$ cat src/rtl/mem_initiator_d1.sv
// Requester side of a single-port block RAM with 1-cycle read latency.
// Credit-limited reads, in-order responses through a small circular FIFO.
module mem_initiator_d1 #(
  parameter int ADDR_W     = 12,
  parameter int DATA_W     = 16,
  parameter int RESP_DEPTH = 3
) (
  input  logic              clk,
  input  logic              reset,
  input  logic              req_valid,
  output logic              req_ready,
  input  logic              req_write,
  input  logic [ADDR_W-1:0] req_address,
  input  logic [DATA_W-1:0] req_writedata,
  output logic              resp_valid,
  input  logic              resp_ready,
  output logic [DATA_W-1:0] resp_readdata,
  output logic [ADDR_W-1:0] mem_address,
  output logic              mem_write,
  output logic              mem_read,
  output logic [DATA_W-1:0] mem_writedata,
  input  logic [DATA_W-1:0] mem_readdata
);

  localparam int PW = (RESP_DEPTH > 1) ? $clog2(RESP_DEPTH) : 1;
  localparam int OW = $clog2(RESP_DEPTH + 1);
  localparam int CW = $clog2(RESP_DEPTH + 2);

  logic              inflight_q, inflight_d;
  logic [PW-1:0]     wr_q, wr_d;
  logic [PW-1:0]     rd_q, rd_d;
  logic [OW-1:0]     occ_q, occ_d;
  logic [DATA_W-1:0] buf_q [RESP_DEPTH];

  logic          fire;
  logic          push;
  logic          pop;
  logic [CW-1:0] count;

  function automatic logic [PW-1:0] nxt(input logic [PW-1:0] p);
    return (p == PW'(RESP_DEPTH - 1)) ? '0 : p + PW'(1);
  endfunction

  // Credits come from registered state only, so resp_ready never reaches req_ready.
  assign count     = CW'(occ_q) + CW'(inflight_q);
  assign req_ready = ~reset & (count < CW'(RESP_DEPTH));
  assign fire      = req_valid & req_ready;

  assign mem_address   = req_address;
  assign mem_writedata = req_writedata;
  assign mem_write     = fire & req_write;
  assign mem_read      = fire & ~req_write;

  assign resp_valid    = ~reset & (occ_q != '0);
  assign resp_readdata = resp_valid ? buf_q[rd_q] : '0;

  assign push = inflight_q;
  assign pop  = resp_valid & resp_ready;

  always_comb begin
    inflight_d = fire & ~req_write;
    wr_d       = push ? nxt(wr_q) : wr_q;
    rd_d       = pop ? nxt(rd_q) : rd_q;
    occ_d      = occ_q;
    unique case ({push, pop})
      2'b10:   occ_d = occ_q + OW'(1);
      2'b01:   occ_d = occ_q - OW'(1);
      default: occ_d = occ_q;
    endcase
  end

  always_ff @(posedge clk) begin
    if (reset) begin
      inflight_q <= 1'b0;
      wr_q       <= '0;
      rd_q       <= '0;
      occ_q      <= '0;
    end else begin
      inflight_q <= inflight_d;
      wr_q       <= wr_d;
      rd_q       <= rd_d;
      occ_q      <= occ_d;
    end
  end

  always_ff @(posedge clk) begin
    if (push && !reset) begin
      buf_q[wr_q] <= mem_readdata;
    end
  end

  push_full_a: assert property (
    @(posedge clk) disable iff (reset)
    !(push && occ_q == OW'(RESP_DEPTH))
  );

endmodule

$ cat config.mk
export PLATFORM = sky130hd
export DESIGN_NAME = mem_initiator_d1
export DESIGN_NICKNAME = d
export VERILOG_FILES = /design/src/rtl/mem_initiator_d1.sv
export SDC_FILE = /design/constraint.sdc
export NUM_CORES = 1
export LEC_CHECK = 0
export ABC_AREA = 1
export CAP_MARGIN = 20
export CORE_UTILIZATION = 45
export DETAILED_ROUTE_END_ITERATION = 8
export GPL_TIMING_DRIVEN = 0
export MAX_ROUTING_LAYER = met4
export PLACE_DENSITY = 0.82
export SLEW_MARGIN = 0
export SYNTH_ARGS = -nofsm -noshare
export SYNTH_HDL_FRONTEND = slang
export SYNTH_SLANG_ARGS = --single-unit
$ cat constraint.sdc
create_clock -name clk -period 3.35 [get_ports clk]
set_input_delay 0.67 -clock clk [delete_from_list [all_inputs] [get_ports clk]]
set_output_delay 0.67 -clock clk [all_outputs]
set_load 0.02 [all_outputs]
== Word-level counts from Yosys, hierarchy flattened ==
Memories as Yosys holds them, arrays and structs flattened. A register that Yosys moved wholly into a read port is not among the register bits.
Cells that the tools add are included.
Cells by class
  $add $sub $neg: 5
  $lt $le $gt $ge: 1
  eq/ne operators: 4
  muxes and demuxes: 8
  bitwise logic cells: 8
  reduce and logical (&&, ||, !) cells: 4
Operator list (number)
  $mux 16: 1
  $mux 2: 4
  $add 2x1->2 const B: 3
  $and 1x1->1: 6
  $eq 2x2->1 const B: 3
  $pmux 2 s2: 1
  $reduce_bool 2->1: 2
  $add 2x1->3: 1
  $lt 3x2->1 const B: 1
  $eq 2x1->1 const B: 1
  $mux 1: 2
  $not 1->1: 2
  $sub 2x1->2 const B: 1
  $logic_and 1x1->1: 1
  $logic_not 1->1: 1
Word-level totals
  register bits after elaboration: 7
  memory bits (writable): 48
  bits of input ports: 49
  output and inout port bits: 48
  memories kept: 1
Memory list
  buf_q: words 3, width 16, read ports 1, clocked after Yosys merged registers in 1, wr ports 1, RTL line 33  | logic [DATA_W-1:0] buf_q [RESP_DEPTH];

== Longest topological paths before layout ==
  depth in word-level cells: 5
  gate-level depth with buffers: 9
  depth with buffers taken out: 9

== Worst setup path after synthesis ==
No wires, ideal clock.
  path kind: in2reg
  from: in reset
  to: mem buf_q[2][0], enable pin
  setup time: 0.409 ns
  arrival time: 2.008 ns
  path slack: 0.932 ns
  stages on the path: 3
  buffers on the path: 0
  cells stage by stage: inv_2 nand2_1 nor3_1
On the way
  longest elaborated chain between the ends: 4
RTL lines
  start: declaration: RTL line 9  | input logic reset,
  $logic_not 1->1: RTL line 87  | if (push && !reset) begin
  $logic_and 1x1->1: RTL line 87
  $mux 1: RTL line 87
  $mux 1 (implied by the code): RTL line 88  | buf_q[wr_q] <= mem_readdata;
  end: declaration: RTL line 33
Every way passes these cells.

== Worst setup path in the final report ==
  from: in reset
  to: out resp_readdata[10]
On the way
  longest elaborated chain between the ends: 3
RTL lines
  $not 1->1: RTL line 54  | assign resp_valid = ~reset & (occ_q != '0);
  $and 1x1->1: RTL line 54
  $mux 16: RTL line 55  | assign resp_readdata = resp_valid ? buf_q[rd_q] : '0;
  end: declaration: RTL line 17  | output logic [DATA_W-1:0] resp_readdata,
Every way passes these cells.

==> flow_summary.rst <==
.. list-table::
   :header-rows: 1

   * - Metric
     - Value
   * - Status
     - complete, no violations
   * - Part of the power in registers
     - 46.0%
   * - Total cell area at the placement stage
     - 3340 um^2
   * - Total global routing overflow
     - 0
   * - Number of antenna violations at the first check in global routing
     - 0
   * - Slew at the pin with the worst max-slew slack
     - 0.777 ns
   * - Antenna diodes
     - 0
   * - # fillers
     - 400
   * - Net switching component of the power
     - 0.357 mW
   * - Util after Layout
     - 67.5%
   * - Net count reported at finish
     - 373
   * - First-pass GRT wire length
     - 8130 um
   * - Total chip power
     - 1.71 mW
   * - Endpoint class of the critical path
     - output pin
   * - Clock root buffer
     - clkbuf_8
   * - Layout cells sized above 1
     - 18.1%
   * - DIE AREA
     - 5940 um^2
   * - Clock transition at the registers of the reported paths
     - 0.06 ns
   * - DRC errors left
     - 0
   * - Initial core utilization
     - 48.1%
   * - Via total after detailed routing
     - 1,864
   * - Max-slew headroom at the worst pin
     - 47.9%
   * - Unrepaired setup endpoints after global routing
     - false
   * - Area growth from synthesis to layout
     - 40.3%
   * - Peak clock frequency supported by timing
     - 0.320 GHz
   * - Via/cell ratio
     - 4.71
   * - Sequential cell area fraction in the yosys report
     - 63.9%
   * - Maximum level of the CTS H-tree
     - 3
   * - Die Span X
     - 77.1 um
   * - Worst min path class
     - reg2reg
   * - Instance count of the mapped netlist
     - 239
   * - Floorplan row count
     - 26
   * - Hold bufs inserted after CTS
     - 0
   * - IO Pins
     - 97
   * - Post-detailed-route count of antenna-violating nets
     - 0
   * - Switching fraction of total power
     - 20.9%
   * - Resized cells post-CTS
     - 0
   * - Cell leakage power
     - 1.41 nW
   * - Ratio of final minimum period to clock period
     - 93.2%
   * - Mean instance size in the synthesized netlist
     - 10.6 um^2
   * - Hold violation count in the final report
     - 0
   * - Worst VDD drop
     - 0.356 mV
   * - Worst path arrival time
     - 2.45 ns
   * - Via count of the first global-routing pass
     - 1,757
   * - Number of buffers inserted by post-CTS setup repair
     - 0
   * - Launching element type of the critical path
     - input port
   * - Power Dens Cells
     - 480 nW/um^2
   * - Clock network power share
     - 41.2%
   * - Number of maximum-capacitance constraint violations
     - 0
   * - Number of unique standard cell types used by synthesis
     - 21
   * - Max FO, Critical Path
     - 10
   * - Final weighted congestion in routability-driven placement
     - 0.748
   * - Non-Filler Instances
     - 396
   * - DR pass1 iterations
     - 4
   * - Pin count of the biggest net entering global routing
     - 12
   * - Worst setup path start
     - reset
   * - GRT Resource Usage Total
     - 18.9%
   * - Total wire length
     - 5020 um
   * - CTS Buf Count
     - 9
   * - Total setup violations reported at the end of the flow
     - 0
   * - Most frequent cells in the layout
     - 68 x clkdlybuf4s50_1, 48 x edfxtp_1, 45 x nor2_1, 30 x buf_4, 26 x nand2_1
   * - Net count of the mapped netlist
     - 291
   * - Total of warnings raised by yosys
     - 0
   * - Layout Skew
     - 0.00542 ns
   * - 1st-iter DRT viols
     - 103
   * - Worst-Skew Late Latency
     - 0.33 ns
   * - Post-DP HPWL
     - 3620 um
   * - Deepest clock path buffer count
     - 2
   * - Port Buffer Count
     - 68
   * - Total of flip-flops plus latches after synthesis
     - 57
   * - Number of max-slew violations in the final report
     - 0
   * - Combinational Power Share
     - 12.8%
   * - Hold Crit Start
     - wr_q[1]
   * - Final routed wire length divided by cell count
     - 12.7 um
   * - Internal
     - 1.35 mW
   * - Total instance count after detailed placement
     - 380
   * - Post-synthesis instance area
     - 2540 um^2
   * - Area of all placed cells without fillers
     - 3560 um^2
   * - Clock tree from TritonCTS
     - done
   * - Clock sink count
     - 57
   * - Start of the worst register-to-register path
     - wr_q[0]
   * - Core Region
     - 5270 um^2
   * - Category of the critical setup timing path
     - in2out
   * - Most common library cell in the layout ignoring fill and taps
     - clkdlybuf4s50_1
   * - Final Critical Period
     - 3.12 ns
   * - Required time of the worst setup path
     - 2.68 ns
   * - Height of the die
     - 77.1 um
## power by group through the flow
stage / Sequential [mW] / Clock, mW / Combinational [mW]
after detailed placement: 0.800 / 0 / 0.221
after global placement: 0.799 / 0 / 0.215
after global routing: 0.786 / 0.754 / 0.237
after CTS: 0.785 / 0.716 / 0.221
final: 0.785 / 0.702 / 0.219
after floorplan: 0.799 / 0 / 0.120
## sequential cells by signal, indices dropped and copies added (netlist names), named ones only
| register | count |
|---|---|
| occ_q | 2 |
| buf_q | 48 |
| wr_q | 2 |
| inflight_q | 1 |
| rd_q | 2 |
## cells by family (layout without fill, tap and decap cells)
| logic type | count (synthesis) | after routing | share of synthesized area [%] |
|---|---|---|---|
| simple gates | 78 | 78 | 12.0 |
| buf+inv | 62 | 149 | 14.2 |
| xor+xnor | 1 | 1 | 0.345 |
| fa+ha+maj | 3 | 3 | 1.48 |
| flops | 57 | 57 | 63.9 |
| compound gates | 38 | 38 | 8.09 |
## final cells by class
class                      instances  area [um^2]  share of cell area, %
timing repair buffer              71          707                   19.9
inverter                          27          101                   2.85
clock buffer                      13          159                   4.47
sequential                        57         1620                   45.6
clock inverter                     3         63.8                   1.79
multi-input combinational        120          561                   15.8
tap                               70         87.6                   2.46
buffer                            35          258                   7.24
## synth_stat cells
library cell / n / area share, %
o21ai_1: 15 / 3.0
edfxtp_1: 48 / 57
ha_1: 3 / 1.5
o21ai_0: 18 / 3.6
buf_4: 28 / 8.3
o21ai_2: 1 / 0.35
nor3_1: 1 / 0.20
nand2_1: 26 / 3.8
a21oi_1: 3 / 0.59
inv_2: 4 / 0.59
buf_2: 4 / 0.79
buf_6: 2 / 0.89
or2_1: 1 / 0.25
dfxtp_1: 9 / 7.1
nor2_1: 45 / 6.7
xor2_1: 1 / 0.35
or2_2: 1 / 0.25
a21oi_4: 1 / 0.64
clkbuf_2: 1 / 0.20
nand3_1: 4 / 0.79
inv_1: 23 / 3.4
## layer usage
layer	part of all wire [%]	wire length, um	track usage, %	vias up
met5	0	0	-	-
met4	2.3	116	9.25	0
met3	9.7	489	7.98	16
met2	49	2470	30.3	94
met1	39	1950	20.2	835
li1	-	-	-	919
## worst max-delay path, stage by stage
cell and delay [ns]:
clkdlybuf4s50_1 0.49, a21oi_4 0.29, buf_6 0.19, o21ai_1 0.07, nor2_1 0.13, clkdlybuf4s50_1 0.62
## stage by stage
stage	setup slack [ns]	hold slack, ns	TNS (ns)
2_1_floorplan	0.932	0.470	0
3_3_place_gp	-0.283	0.485	-4.52
3_5_place_dp	0.214	0.502	0
4_1_cts	0.212	0.512	0
5_1_grt	0.125	0.523	0
6_report	0.228	0.518	0
## worst paths after layout
kind / cells after the start / slack (ns) / endpoint
hold / removal: 2 / 0.52 / wr_q[1]
setup reg to reg: 3 / 1.70 / buf_q[0][5]
setup / recovery: 6 / 0.23 / resp_readdata[10]
hold reg to reg: 2 / 0.52 / wr_q[1]
(Power assumes the default switching activity.)
